File: src/rtl/fetch_controller.sv
// rtl/fetch_controller.sv - instruction fetch controller with a 2-entry prefetch buffer
// Issues in-order word fetches, buffers {pc, instr} pairs and handles branch/jump redirects.

module fetch_fifo2 (
  input  logic        clk,
  input  logic        rst_n,
  input  logic        flush,
  input  logic        push,
  input  logic [31:0] push_pc,
  input  logic [31:0] push_instr,
  input  logic        pop,
  output logic        not_empty,
  output logic        full,
  output logic [31:0] head_pc,
  output logic [31:0] head_instr
);
  logic [1:0]  count;
  logic [31:0] pc0;
  logic [31:0] instr0;
  logic [31:0] pc1;
  logic [31:0] instr1;
  logic        pop_ok;
  logic        push_ok;

  assign not_empty = (count != 2'd0);
  assign full      = (count == 2'd2);
  assign pop_ok    = pop && not_empty;
  assign push_ok   = push && (!full || pop_ok);

  // An empty buffer reads as pc 0 / instr 0 rather than exposing stale entries.
  assign head_pc    = not_empty ? pc0 : 32'h0;
  assign head_instr = not_empty ? instr0 : 32'h0;

  always_ff @(posedge clk or negedge rst_n) begin
    if (!rst_n) begin
      count  <= 2'd0;
      pc0    <= 32'h0;
      instr0 <= 32'h0;
      pc1    <= 32'h0;
      instr1 <= 32'h0;
    end else if (flush) begin
      count <= 2'd0;
    end else begin
      case ({push_ok, pop_ok})
        2'b10: begin
          if (count == 2'd0) begin
            pc0    <= push_pc;
            instr0 <= push_instr;
          end else begin
            pc1    <= push_pc;
            instr1 <= push_instr;
          end
          count <= count + 2'd1;
        end
        2'b01: begin
          pc0    <= pc1;
          instr0 <= instr1;
          count  <= count - 2'd1;
        end
        2'b11: begin
          if (count == 2'd1) begin
            pc0    <= push_pc;
            instr0 <= push_instr;
          end else begin
            pc0    <= pc1;
            instr0 <= instr1;
            pc1    <= push_pc;
            instr1 <= push_instr;
          end
        end
        default: begin
        end
      endcase
    end
  end
endmodule

module fetch_controller #(
  parameter logic [31:0] RESET_PC = 32'h0000_0000
) (
  input  logic        clk,
  input  logic        rst_n,
  input  logic        stall,
  input  logic        branch,
  input  logic [31:0] branch_target,
  input  logic        jump,
  input  logic [31:0] jump_target,
  output logic        mem_req,
  output logic [31:0] mem_addr,
  input  logic        mem_ready,
  input  logic [31:0] mem_data,
  output logic [31:0] instruction,
  output logic [31:0] instr_pc,
  output logic [31:0] next_instruct,
  output logic        instr_valid
);
  localparam logic [1:0] IDLE  = 2'd0;
  localparam logic [1:0] FETCH = 2'd1;
  localparam logic [1:0] DRAIN = 2'd2;

  logic [1:0]  state;
  logic [31:0] pc;
  logic [31:0] drain_addr;
  logic        redirect;
  logic [31:0] redirect_target;
  logic        push;
  logic        pop;
  logic        fifo_full;

  assign redirect        = jump | branch;
  assign redirect_target = jump ? jump_target : branch_target;

  // DRAIN keeps presenting the abandoned address so the memory sees a stable request.
  assign mem_req  = ((state == FETCH) && !fifo_full) || (state == DRAIN);
  assign mem_addr = (state == DRAIN) ? drain_addr : pc;

  assign push          = mem_req && mem_ready && (state == FETCH) && !redirect;
  assign pop           = instr_valid && !stall;
  assign next_instruct = instr_pc + 32'd4;

  fetch_fifo2 u_fifo (
    .clk        (clk),
    .rst_n      (rst_n),
    .flush      (redirect),
    .push       (push),
    .push_pc    (pc),
    .push_instr (mem_data),
    .pop        (pop),
    .not_empty  (instr_valid),
    .full       (fifo_full),
    .head_pc    (instr_pc),
    .head_instr (instruction)
  );

  always_ff @(posedge clk or negedge rst_n) begin
    if (!rst_n) begin
      state      <= IDLE;
      pc         <= RESET_PC;
      drain_addr <= 32'h0;
    end else begin
      case (state)
        IDLE: begin
          state <= FETCH;
          if (redirect) pc <= redirect_target;
        end
        FETCH: begin
          if (redirect) begin
            pc <= redirect_target;
            if (mem_req && !mem_ready) begin
              state      <= DRAIN;
              drain_addr <= pc;
            end
          end else if (push) begin
            pc <= pc + 32'd4;
          end
        end
        DRAIN: begin
          if (redirect) pc <= redirect_target;
          if (mem_ready) state <= FETCH;
        end
        default: state <= IDLE;
      endcase
    end
  end
endmodule

File: config.mk
export PLATFORM = sky130hd
export DESIGN_NAME = fetch_controller
export DESIGN_NICKNAME = d
export VERILOG_FILES = /design/src/rtl/fetch_controller.sv
export SDC_FILE = /design/constraint.sdc
export NUM_CORES = 1
export LEC_CHECK = 0
export CAP_MARGIN = 30
export CORE_MARGIN = 2
export CORE_UTILIZATION = 51
export DETAILED_ROUTE_END_ITERATION = 10
export MAX_ROUTING_LAYER = met4
export PLACE_DENSITY_LB_ADDON = 0.12
export SLEW_MARGIN = 15
export SYNTH_ARGS = -nofsm -noshare
export SYNTH_HDL_FRONTEND = slang
export SYNTH_SLANG_ARGS = --single-unit
File: constraint.sdc
create_clock -name clk -period 4 [get_ports clk]
set_clock_uncertainty 0.05 [all_clocks]
set_input_delay 0.8 -clock clk [delete_from_list [all_inputs] [get_ports clk]]
set_output_delay 0.8 -clock clk [all_outputs]
set_load 0.05 [all_outputs]
==> results.md, run 1 <==
* Outcome: complete, no violations
* Clock sink count at 196
* GRT Total Usage at 27.2%
* CTS clock-pin slew for the worst setup and hold paths at 0.07 ns
* Top cells by count, synth: 196 x dfrtp_1, 176 x nand2_1, 122 x mux2_2
* Number of synthesized flops with an enable pin at 0
* Crit-path most repeated cell: ha_4
* Die W at 148 um
* Post-synthesis area per instance at 9.54 um^2
* Min-delay worst type: primary input to async pin
* Post-synth top area share at 46.5%
* Setup TNS at 0 ns
* DRT Pass-1 Iters at 5
* Finished Cell Area at 0.0141 mm^2
* Full die area at 0.0218 mm^2
* Critical path origin: u_fifo.count[1]$_DFFE_PN0P_
* CP bufs+invs at 2
* Clock latency on the worst-skew pair at 0.43 ns
* Initial Util at 52.1%
* Via-per-instance ratio at 5.66
* Element type at the critical path end: output port
* Synthesis-to-layout area growth at 33.5%
* Rel. slew slack at 44.8%
* Reg2reg setup slack at 1.30 ns
* Arrival time at the worst endpoint at 3.04 ns
* R2r worst-path depth at 7
* Most common cell in the netlist: dfrtp_1
* Dpl cells at 1542
* DRC violations left at 0
* Site row count at 52
* Post-synth net total at 1212
* Crit start category: flip-flop
* Peak supply drop at 711 uV
* Worst r2r dst: u_fifo.instr1[6]$_DFFE_PN0P_
* DPL Wire Length at 19.8 mm
* DRT antenna net count at 0
* Clk root buf: clkbuf_16
* Die height at 148 um
* Levels on crit path at 10
* Initial antenna violation count at 1
* Gpl congestion at 0.881
* Maxcap violations at 0
* Yosys reg bits at 196
* Leakage power at 0.00585 uW
* Fmax at 257 MHz
* Largest net degree at the start of global routing at 100
* DR iter-0 viols at 605
* CTS Buf Count at 17
* Port buffer count at 231
* Total grt overflow at 0
* Kind of critical path: flip-flop to output port
* Worst r2r src: u_fifo.count[0]$_DFFE_PN0P_
* Layout Nets at 1399
* Worst Path Max Fanout at 17
* Critical Path RT at 3.15 ns
* Post-CTS setup buffers at 0
* Area leader, netlist: dfrtp_1
* Routed length per placed instance at 17.8 um
* CTS tree: built
* Final Hold Viols at 0
* Placed instance area at 0.0135 mm^2
* Synthesized instance count at 1105
* Utilization after layout at 69.5%
* Fin cells at 1575
* Post-synth top flop: dfrtp_1
* Crit-path slowest cell: or3_4
* Min Tclk post-route at 3.89 ns
* Least-Margin Pin Slew at 0.829 ns
* Slew Viols, Final at 0
* Capture point of the worst path: next_instruct[26]
* Cell family with most CP delay: simple AND/OR/NAND/NOR gates
* Post-route clock period utilization at 97.3%
* Ys Warns at 0
* Share of layout cells above drive strength 1 at 19.0%
* Clock tree buffer depth at 2
* Post-synthesis sequential area ratio at 46.5%
* First-pass GRT wire length at 45.9 mm
* Io pins at 232
* H-tree levels at 4
* Vias in the first global route at 8842
* Endpoints failing setup at 0
* Asr flop ratio synth at 100%
* Ordered cell list for the critical path: inv_1 -> ha_4 -> nor2b_4 -> ha_4 -> and4_1 -> nand4_1 -> or3_4 -> nor3_4 -> xor2_4 -> buf_12
* Cell area power density at 604 mW/mm^2
* Synth top area cells: dfrtp_1 47%, mux2_2 13%, nand2_1 6.3%
* CP peak stage delay at 0.49 ns
* RSZ-0062 raised after global routing: false
* Vias post-DR at 8920
* Syn Std Cell Area at 0.0105 mm^2
* Yosys cell types at 60
* Total Wirelength at 28.1 mm
* Floorplan Core Area at 0.0202 mm^2
## cell type report
class | count | area (um^2)
repair buffers | 255 | 2810
diodes | 1 | 2.50
clock inverters | 13 | 126
inverters | 13 | 48.8
flip-flops and latches | 196 | 4900
well taps | 270 | 338
fillers | 1585 | 6170
clock buffers | 18 | 439
multi-input cells | 809 | 5400
## worst register-to-register path: stages, from the launching register on
cell	delay, ns
dfrtp_1	0.38
inv_1	0.09
ha_1	0.26
nor3b_2	0.34
nand3_2	0.30
nor3_4	0.25
buf_4	0.49
mux2_2	0.43
## routing by layer
metal | track usage [%] | wire [um]
met1 | 35.0 | 12100
met2 | 44.8 | 14100
met3 | 4.17 | 1470
met4 | 8.37 | 494
met5 | - | 0
## state kept, by name, indices dropped and copies added, names as in the netlist
signal / count
u_fifo.pc0: 32
u_fifo.instr1: 32
u_fifo.count: 2
u_fifo.instr0: 32
drain_addr: 32
state: 2
pc: 32
u_fifo.pc1: 32
## power by group
part           internal (uW)  leakage [uW]  total [uW]  switching, uW
registers               2710       0.00239        3480            771
logic                   1480       0.00319        3380           1900
clock network            832      0.000268        1630            794
## per-stage QoR
stage                     hold WS (ns)  power [uW]  setup WS (ns)
final                            0.374        8490          0.110
after global routing             0.444        8980        0.00519
after floorplan                  0.408        5690        -0.0926
after global placement           0.417        6790          0.549
after CTS                        0.434        8520        0.00242
after detailed placement         0.428        6880          0.465
## cell usage in the layout (no fill, tap or decap), types with 15 or more instances in the layout
master	Yosys	layout
clkdlybuf4s50_1	0	201
a31oi_1	69	69
buf_12	0	31
buf_4	4	20
dfrtp_1	196	196
nor2_1	106	103
o21ai_0	30	28
mux2_2	122	122
nand4_1	15	15
nand2_1	176	176
clkbuf_16	0	17
a21oi_1	38	38
nand3_1	17	17
nor2b_1	68	63
## what timing repair did
action | in CTS | in global routing
hold endpoints to repair | 0 | 0
setup endpoints to repair | 0 | 9
hold buffers | 0 | 0
gates resized for setup | 0 | 3
## worst min path at each step
stage | to | slack [ns] | cells past startpoint
2_1_floorplan | u_fifo.instr1[13]$_DFFE_PN0P_ | 0.41 | 1
5_1_grt | drain_addr[13]$_DFFE_PN0P_ | 0.44 | 1
3_3_place_gp | u_fifo.instr1[16]$_DFFE_PN0P_ | 0.42 | 1
6_report | drain_addr[13]$_DFFE_PN0P_ | 0.37 | 1
4_1_cts | drain_addr[13]$_DFFE_PN0P_ | 0.43 | 1
3_5_place_dp | u_fifo.instr1[16]$_DFFE_PN0P_ | 0.43 | 1
## kinds of logic (layout without fill, tap and decap cells)
logic type,Yosys count,in the layout,synth area share [%]
flops,196,196,46.5
fa+ha+maj,5,5,0.594
xor+xnor,29,29,2.41
buf+inv,100,299,4.52
compound gates,188,188,11.3
mux,131,131,13.9
simple gates,456,456,20.7
other cells,0,1,0
No activity file was read; power rests on OpenSTA's default activity.
==> run 2, diff against run 1 <==
- CORE_UTILIZATION: 51 -> 55
- CTS_CLUSTER_DIAMETER: default -> 30
- clock period: 4 -> 4.83 ns (I/O delays scaled with it)
==> run 2 against run 1 <==
  * First-iteration DRC count up 19%
  * Final area is 3.4% lower
  * Critical path depth unchanged
  * Sequential power decreased by 17%
  * Largest cell class unchanged
==> results.md, run 2 (synthesis results as in run 1) <==
* Outcome: complete, no violations (unchanged)
* Total grt overflow at 0 (unchanged)
* Worst Path Max Fanout at 23 (was 17)
* Die W at 142 um (was 148 um)
* Most frequent cells in the layout: 222 x clkdlybuf4s50_1, 196 x dfrtp_1, 176 x nand2_1 (was 201 x clkdlybuf4s50_1, 196 x dfrtp_1, 176 x nand2_1)
* Final Hold Viols at 0 (unchanged)
* Total Wirelength at 27.9 mm (was 28.1 mm)
* Port buffer count at 231 (unchanged)
* CP peak stage delay at 0.83 ns (was 0.49 ns)
* Met2 GRT Util at 45.9% (was 44.8%)
* Slew Viols, Final at 0 (unchanged)
* Arrival time at the worst endpoint at 3.53 ns (was 3.04 ns)
* Synthesis-to-layout area growth at 29.0% (was 33.5%)
* Io pins at 232 (unchanged)
* Site row count at 50 (was 52)
* Via-per-instance ratio at 5.88 (was 5.66)
* CTS Buf Count at 17 (unchanged)
* Gpl congestion at 0.921 (was 0.881)
* Dpl cells at 1498 (was 1542)
* Min-delay worst type: flip-flop to flip-flop (was primary input to async pin)
* Min Tclk post-route at 4.55 ns
* CTS tree: built (unchanged)
* Cell family with most CP delay: simple AND/OR/NAND/NOR gates (unchanged)
* Crit start category: flip-flop (unchanged)
* Peak supply drop at 457 uV (was 711 uV)
* DRT antenna net count at 0 (unchanged)
* Least-Margin Pin Slew at 0.895 ns (was 0.829 ns)
* Initial Util at 56.2% (was 52.1%)
* H-tree levels at 4 (unchanged)
* Most common cell after layout, fill and taps aside: clkdlybuf4s50_1 (unchanged)
* Floorplan Core Area at 0.0188 mm^2 (was 0.0202 mm^2)
* WHS at 0.438 ns (was 0.374 ns)
* CTS clock-pin slew for the worst setup and hold paths at 0.07 ns (about the same)
* Die height at 142 um (was 148 um)
* Initial antenna violation count at 1 (unchanged)
* Ordered cell list for the critical path: inv_1 -> ha_2 -> nor2b_2 -> ha_1 -> and4_1 -> nand4_1 -> nor2_1 -> nand2_1 -> xnor2_1 -> clkdlybuf4s50_1 (was inv_1 -> ha_4 -> nor2b_4 -> ha_4 -> and4_1 -> nand4_1 -> or3_4 -> nor3_4 -> xor2_4 -> buf_12)
* Largest net degree at the start of global routing at 129 (was 100)
* Routed length per placed instance at 18.2 um (was 17.8 um)
* Maxcap violations at 0 (unchanged)
* Kind of critical path: flip-flop to output port (unchanged)
* Vias post-DR at 8996 (was 8920)
* Share of layout cells above drive strength 1 at 15.6% (was 19.0%)
* GRT Total Usage at 28.5% (was 27.2%)
* DRC violations left at 0 (unchanged)
* DRT Pass-1 Iters at 5 (unchanged)
* Fmax at 220 MHz
* CP bufs+invs at 2 (unchanged)
* M1 GR Usage at 36.2% (was 35.0%)
* RSZ-0062 raised after global routing: false (unchanged)
* Crit-path slowest cell: clkdlybuf4s50_1 (was or3_4)
* Leakage power at 0.00565 uW (was 0.00585 uW)
* Cell area power density at 519 mW/mm^2 (was 604 mW/mm^2)
* GRT busiest layer: met2 (unchanged)
* Endpoints failing setup at 0 (unchanged)
* Element type at the critical path end: output port (unchanged)
* Post-route clock period utilization at 94.2%
* DPL Wire Length at 19.2 mm (was 19.8 mm)
* Rel. slew slack at 40.2% (was 44.8%)
* Full die area at 0.0203 mm^2 (was 0.0218 mm^2)
* Layout Nets at 1391 (was 1399)
* Critical Path RT at 3.81 ns (was 3.15 ns)
* Clk root buf: clkbuf_16 (unchanged)
* Met3 GRT Util at 5.65% (was 4.17%)
* Clock latency on the worst-skew pair at 0.44 ns (was 0.43 ns)
* Vias in the first global route at 8534 (was 8842)
* First-pass GRT wire length at 44.1 mm (was 45.9 mm)
* DR iter-0 viols at 717 (was 605)
* Clock tree buffer depth at 2 (unchanged)
* Clock sink count at 196 (unchanged)
* Fin cells at 1531 (was 1575)
==> run 2: cell types whose count changed in the layout (fill, tap and decap cells not counted), moves of 7 or more <==
cell / before / now
buf_12: 31 / 7
buf_4: 20 / 13
clkdlybuf4s50_1: 201 / 222
xnor2_1: 8 / 15
xnor2_2: 8 / 1
==> run 2: per-layer routing <==
| layer | vias up | share of wire, % |
|---|---|---|
| met4 | 0 | 3.3 |
| met2 | 314 | 48 |
| met1 | 4431 | 42 |
| met5 | - | 0 |
| li1 | 4190 | - |
| met3 | 61 | 5.9 |
==> run 2: power breakdown <==
part,switching (uW),internal [uW]
sequential,639,2240
clock,687,739
combinational,1560,1180
==> run 2: repair_timing <==
action                                  CTS  global route
hold buffers                              0             0
setup buffers                             0             0
hold endpoints to repair                  0             0
gates resized for setup                   0             3
endpoints found under the setup margin    0             6
==> run 2: final timing paths <==
check	start	to	slack, ns	depth (start not counted)
min in group asynchronous	rst_n	drain_addr[22]$_DFFE_PN0P_	0.54	1
max in group asynchronous	rst_n	drain_addr[5]$_DFFE_PN0P_	3.18	2
min	u_fifo.instr1[14]$_DFFE_PN0P_	u_fifo.instr1[14]$_DFFE_PN0P_	0.44	1
max reg2reg	u_fifo.count[1]$_DFFE_PN0P_	u_fifo.pc0[23]$_DFFE_PN0P_	1.85	8
max	u_fifo.count[0]$_DFFE_PN0P_	next_instruct[20]	0.28	10
min reg2reg	u_fifo.instr1[14]$_DFFE_PN0P_	u_fifo.instr1[14]$_DFFE_PN0P_	0.44	1
==> run 2: worst register-to-register path, stage by stage, from the launching register on <==
cell     delay, ns
dfrtp_1       0.40
inv_1         0.11
ha_2          0.51
buf_4         0.46
or2_2         0.24
a21o_2        0.55
buf_12        0.29
nand2_1       0.09
a31oi_1       0.20
==> run 2: through the flow <==
step / TNS (ns) / instance area, um^2 / power [uW] / utilization, % / worst slack [ns]
3_5_place_dp: 0 / 13000 / 5630 / 69.2 / 0.510
2_1_floorplan: -0.0415 / 10600 / 4690 / - / -0.0415
3_3_place_gp: 0 / 13000 / 5560 / 69.2 / 0.620
5_1_grt: 0 / 13600 / 7420 / 72.4 / 0.0482
4_1_cts: 0 / 13600 / 7060 / 72.3 / 0.0238
6_report: 0 / 13600 / 7050 / 72.4 / 0.280
==> run 2: layout make-up <==
class	count	area, um^2
Timing Repair Buffer	247	2510
Tap cell	234	293
Fill cell	1453	5180
Antenna cell	1	2.50
Inverter	13	48.8
Clock inverter	14	168
Sequential cell	196	4900
Clock buffer	17	425
Multi-Input combinational cell	809	5240
==> run 3, diff against run 2 <==
- PLACE_DENSITY: default -> 0.86
- PLACE_DENSITY_LB_ADDON: 0.12 -> default
==> run 3 against run 2 <==
  * Final area is 0.13% higher
  * Via count rose by 0.87%
  * Largest power group unchanged
  * Register-to-register slack better by 0.14 ns
  * Fmax down 2.0%
  * Sequential share of layout area is essentially flat
  * Non-clock buffer count rose by 7
  * Critical endpoint is now next_instruct[22]
==> results.md, run 3 (synthesis results as in run 1) <==
* Outcome: complete, no violations (unchanged)
* Psw at 2910 uW (was 2890 uW)
* Gpl congestion at 0.937 (was 0.921)
* Most common cell after layout, fill and taps aside: clkdlybuf4s50_1 (unchanged)
* Final Hold Viols at 0 (unchanged)
* Setup TNS at 0 ns (unchanged)
* Via-per-instance ratio at 5.90 (was 5.88)
* Leakage power at 0.00565 uW (about the same)
* Crit start category: flip-flop (unchanged)
* Dpl cells at 1505 (was 1498)
* DRC violations left at 0 (unchanged)
* Total grt overflow at 0 (unchanged)
* Most frequent cells in the layout: 225 x clkdlybuf4s50_1, 196 x dfrtp_1, 176 x nand2_1 (was 222 x clkdlybuf4s50_1, 196 x dfrtp_1, 176 x nand2_1)
* Maxcap violations at 0 (unchanged)
* DRT antenna net count at 0 (unchanged)
* First-pass GRT wire length at 44.8 mm (was 44.1 mm)
* Ordered cell list for the critical path: inv_1 -> ha_2 -> nor2b_2 -> ha_1 -> and4_1 -> nand4_1 -> or3_1 -> xnor2_2 -> clkdlybuf4s50_1 (was inv_1 -> ha_2 -> nor2b_2 -> ha_1 -> and4_1 -> nand4_1 -> nor2_1 -> nand2_1 -> xnor2_1 -> clkdlybuf4s50_1)
* Clock latency on the worst-skew pair at 0.44 ns (about the same)
* CTS tree: built (unchanged)
* DPL Wire Length at 19.9 mm (was 19.2 mm)
* Combinational share of power at 39.5% (was 38.9%)
* Floorplan Core Area at 0.0188 mm^2 (unchanged)
* Post-route clock period utilization at 96.2% (was 94.2%)
* CTS Buf Count at 17 (unchanged)
* Slew Viols, Final at 0 (unchanged)
* Full die area at 0.0203 mm^2 (unchanged)
* H-tree levels at 4 (unchanged)
* Cell family with most CP delay: simple AND/OR/NAND/NOR gates (unchanged)
* Utilization after layout at 72.5% (was 72.4%)
* Min-delay worst type: primary input to async pin (was flip-flop to flip-flop)
* CP bufs+invs at 2 (unchanged)
* GRT Total Usage at 29.0% (was 28.5%)
* Synthesis-to-layout area growth at 29.1% (was 29.0%)
* Crit-path slowest cell: clkdlybuf4s50_1 (unchanged)
* DRT Pass-1 Iters at 5 (unchanged)
* Clock sink count at 196 (unchanged)
* Seq pwr share at 41.1% (was 40.9%)
* Clk root buf: clkbuf_16 (unchanged)
* Layout Nets at 1398 (was 1391)
* DR iter-0 viols at 765 (was 717)
* Largest net degree at the start of global routing at 98 (was 129)
* Cell area power density at 517 mW/mm^2 (was 519 mW/mm^2)
* Fmax at 215 MHz (was 220 MHz)
* Clock share of power at 19.4% (was 20.2%)
* Initial Util at 56.2% (unchanged)
* Clock tree buffer depth at 2 (unchanged)
* Port buffer count at 231 (unchanged)
* Endpoints failing setup at 0 (unchanged)
* Kind of critical path: flip-flop to output port (unchanged)
* Ant. Diodes at 0 (was 1)
* Min Tclk post-route at 4.64 ns (was 4.55 ns)
* Sw Share at 41.3% (was 40.9%)
* Post-CTS setup buffers at 0 (unchanged)
* Routed length per placed instance at 18.3 um (was 18.2 um)
* Worst Path Max Fanout at 19 (was 23)
* Io pins at 232 (unchanged)
* Internal power at 4130 uW (was 4170 uW)
* Site row count at 50 (unchanged)
* RSZ-0062 raised after global routing: false (unchanged)
* Vias post-DR at 9074 (was 8996)
* Vias in the first global route at 8665 (was 8534)
* Initial antenna violation count at 0 (was 1)
* Share of layout cells above drive strength 1 at 16.0% (was 15.6%)
* Rel. slew slack at 53.3% (was 40.2%)
* Total Wirelength at 28.1 mm (was 27.9 mm)
* Multi-input gate area at 0.00524 mm^2 (unchanged)
* Element type at the critical path end: output port (unchanged)
* Die W at 142 um (unchanged)
* CP peak stage delay at 0.81 ns (was 0.83 ns)
* Fin cells at 1538 (was 1531)
* Fillers at 1336 (was 1453)
* Register area at 0.00490 mm^2 (unchanged)
* Least-Margin Pin Slew at 0.698 ns (was 0.895 ns)
* Peak supply drop at 446 uV (was 457 uV)
* CTS clock-pin slew for the worst setup and hold paths at 0.07 ns (about the same)
* Die height at 142 um (unchanged)
* Critical Path RT at 3.81 ns (about the same)
* Arrival time at the worst endpoint at 3.63 ns (was 3.53 ns)
run 3: changes by cell type in the layout (fill, tap and decap cells not counted), moves of 2 or more:
cell             previous run  this run
buf_4                      13        19
clkdlybuf4s50_1           222       225
inv_6                       2         5
clkinv_8                    2         0
buf_12                      7         5
clkinvlp_4                  0         3
run 3: repair_timing:
item	in CTS	in global routing
endpoints found under the setup margin	0	5
gates resized for setup	0	2
hold buffers	0	0
run 3: layer usage:
layer / vias up / GRT usage [%] / part of all wire [%]
met1: 4378 / 38.6 / 43
li1: 4234 / - / -
met2: 428 / 46.0 / 48
met3: 34 / 5.82 / 7.4
met4: 0 / 7.30 / 1.5
met5: - / - / 0
run 3: final cells by class:
cell class	instances	share of cell area [%]
multi-input combinational	809	38.5
sequential	196	36.0
timing repair buffer	254	18.8
clock buffer	17	3.13
tap	234	2.15
clock inverter	15	1.01
inverter	13	0.359
run 3: power by group through the flow:
stage / Sequential (uW) / Combinational [uW] / Clock (uW)
2_1_floorplan: 2570 / 2120 / 0
3_3_place_gp: 2840 / 2710 / 0
3_5_place_dp: 2890 / 2760 / 0
4_1_cts: 2860 / 2790 / 1380
5_1_grt: 2980 / 2980 / 1450
6_report: 2890 / 2780 / 1360
run 3: worst reg2reg max path, delay by kind of cell (launching register included):
family                   cells  cell delay, ns
AO/OA/AOI/OAI                2            0.84
flip-flops                   1            0.39
AND/OR/NAND/NOR              3            0.88
buffers and inverters        2            0.36
adder cells (fa/ha/maj)      1            0.24
run 3: stage by stage:
| step | hold slack (ns) | instance area [um^2] | worst slack [ns] | power (uW) |
|---|---|---|---|---|
| finish | 0.376 | 13600 | 0.186 | 7030 |
| global route | 0.382 | 13600 | 0.0226 | 7400 |
| CTS | 0.373 | 13600 | 0.107 | 7030 |
| detailed placement | 0.425 | 13000 | 0.574 | 5650 |
| global placement | 0.417 | 13000 | 0.659 | 5550 |
| floorplan | 0.408 | 10600 | -0.0415 | 4690 |
run 3: final timing paths:
path                                               start                       endpoint  slack, ns  cells past startpoint
min in group clk           u_fifo.instr1[13]$_DFFE_PN0P_  u_fifo.instr1[13]$_DFFE_PN0P_       0.44                      1
hold reg to reg            u_fifo.instr1[13]$_DFFE_PN0P_  u_fifo.instr1[13]$_DFFE_PN0P_       0.44                      1
setup reg to reg             u_fifo.count[0]$_DFFE_PN0P_     u_fifo.pc0[28]$_DFFE_PN0P_       1.99                      8
setup / recovery             u_fifo.count[0]$_DFFE_PN0P_              next_instruct[22]       0.19                      9
hold / removal                                     rst_n     drain_addr[14]$_DFFE_PN0P_       0.38                      1
max in group asynchronous                          rst_n     drain_addr[28]$_DFFE_PN0P_       3.19                      3
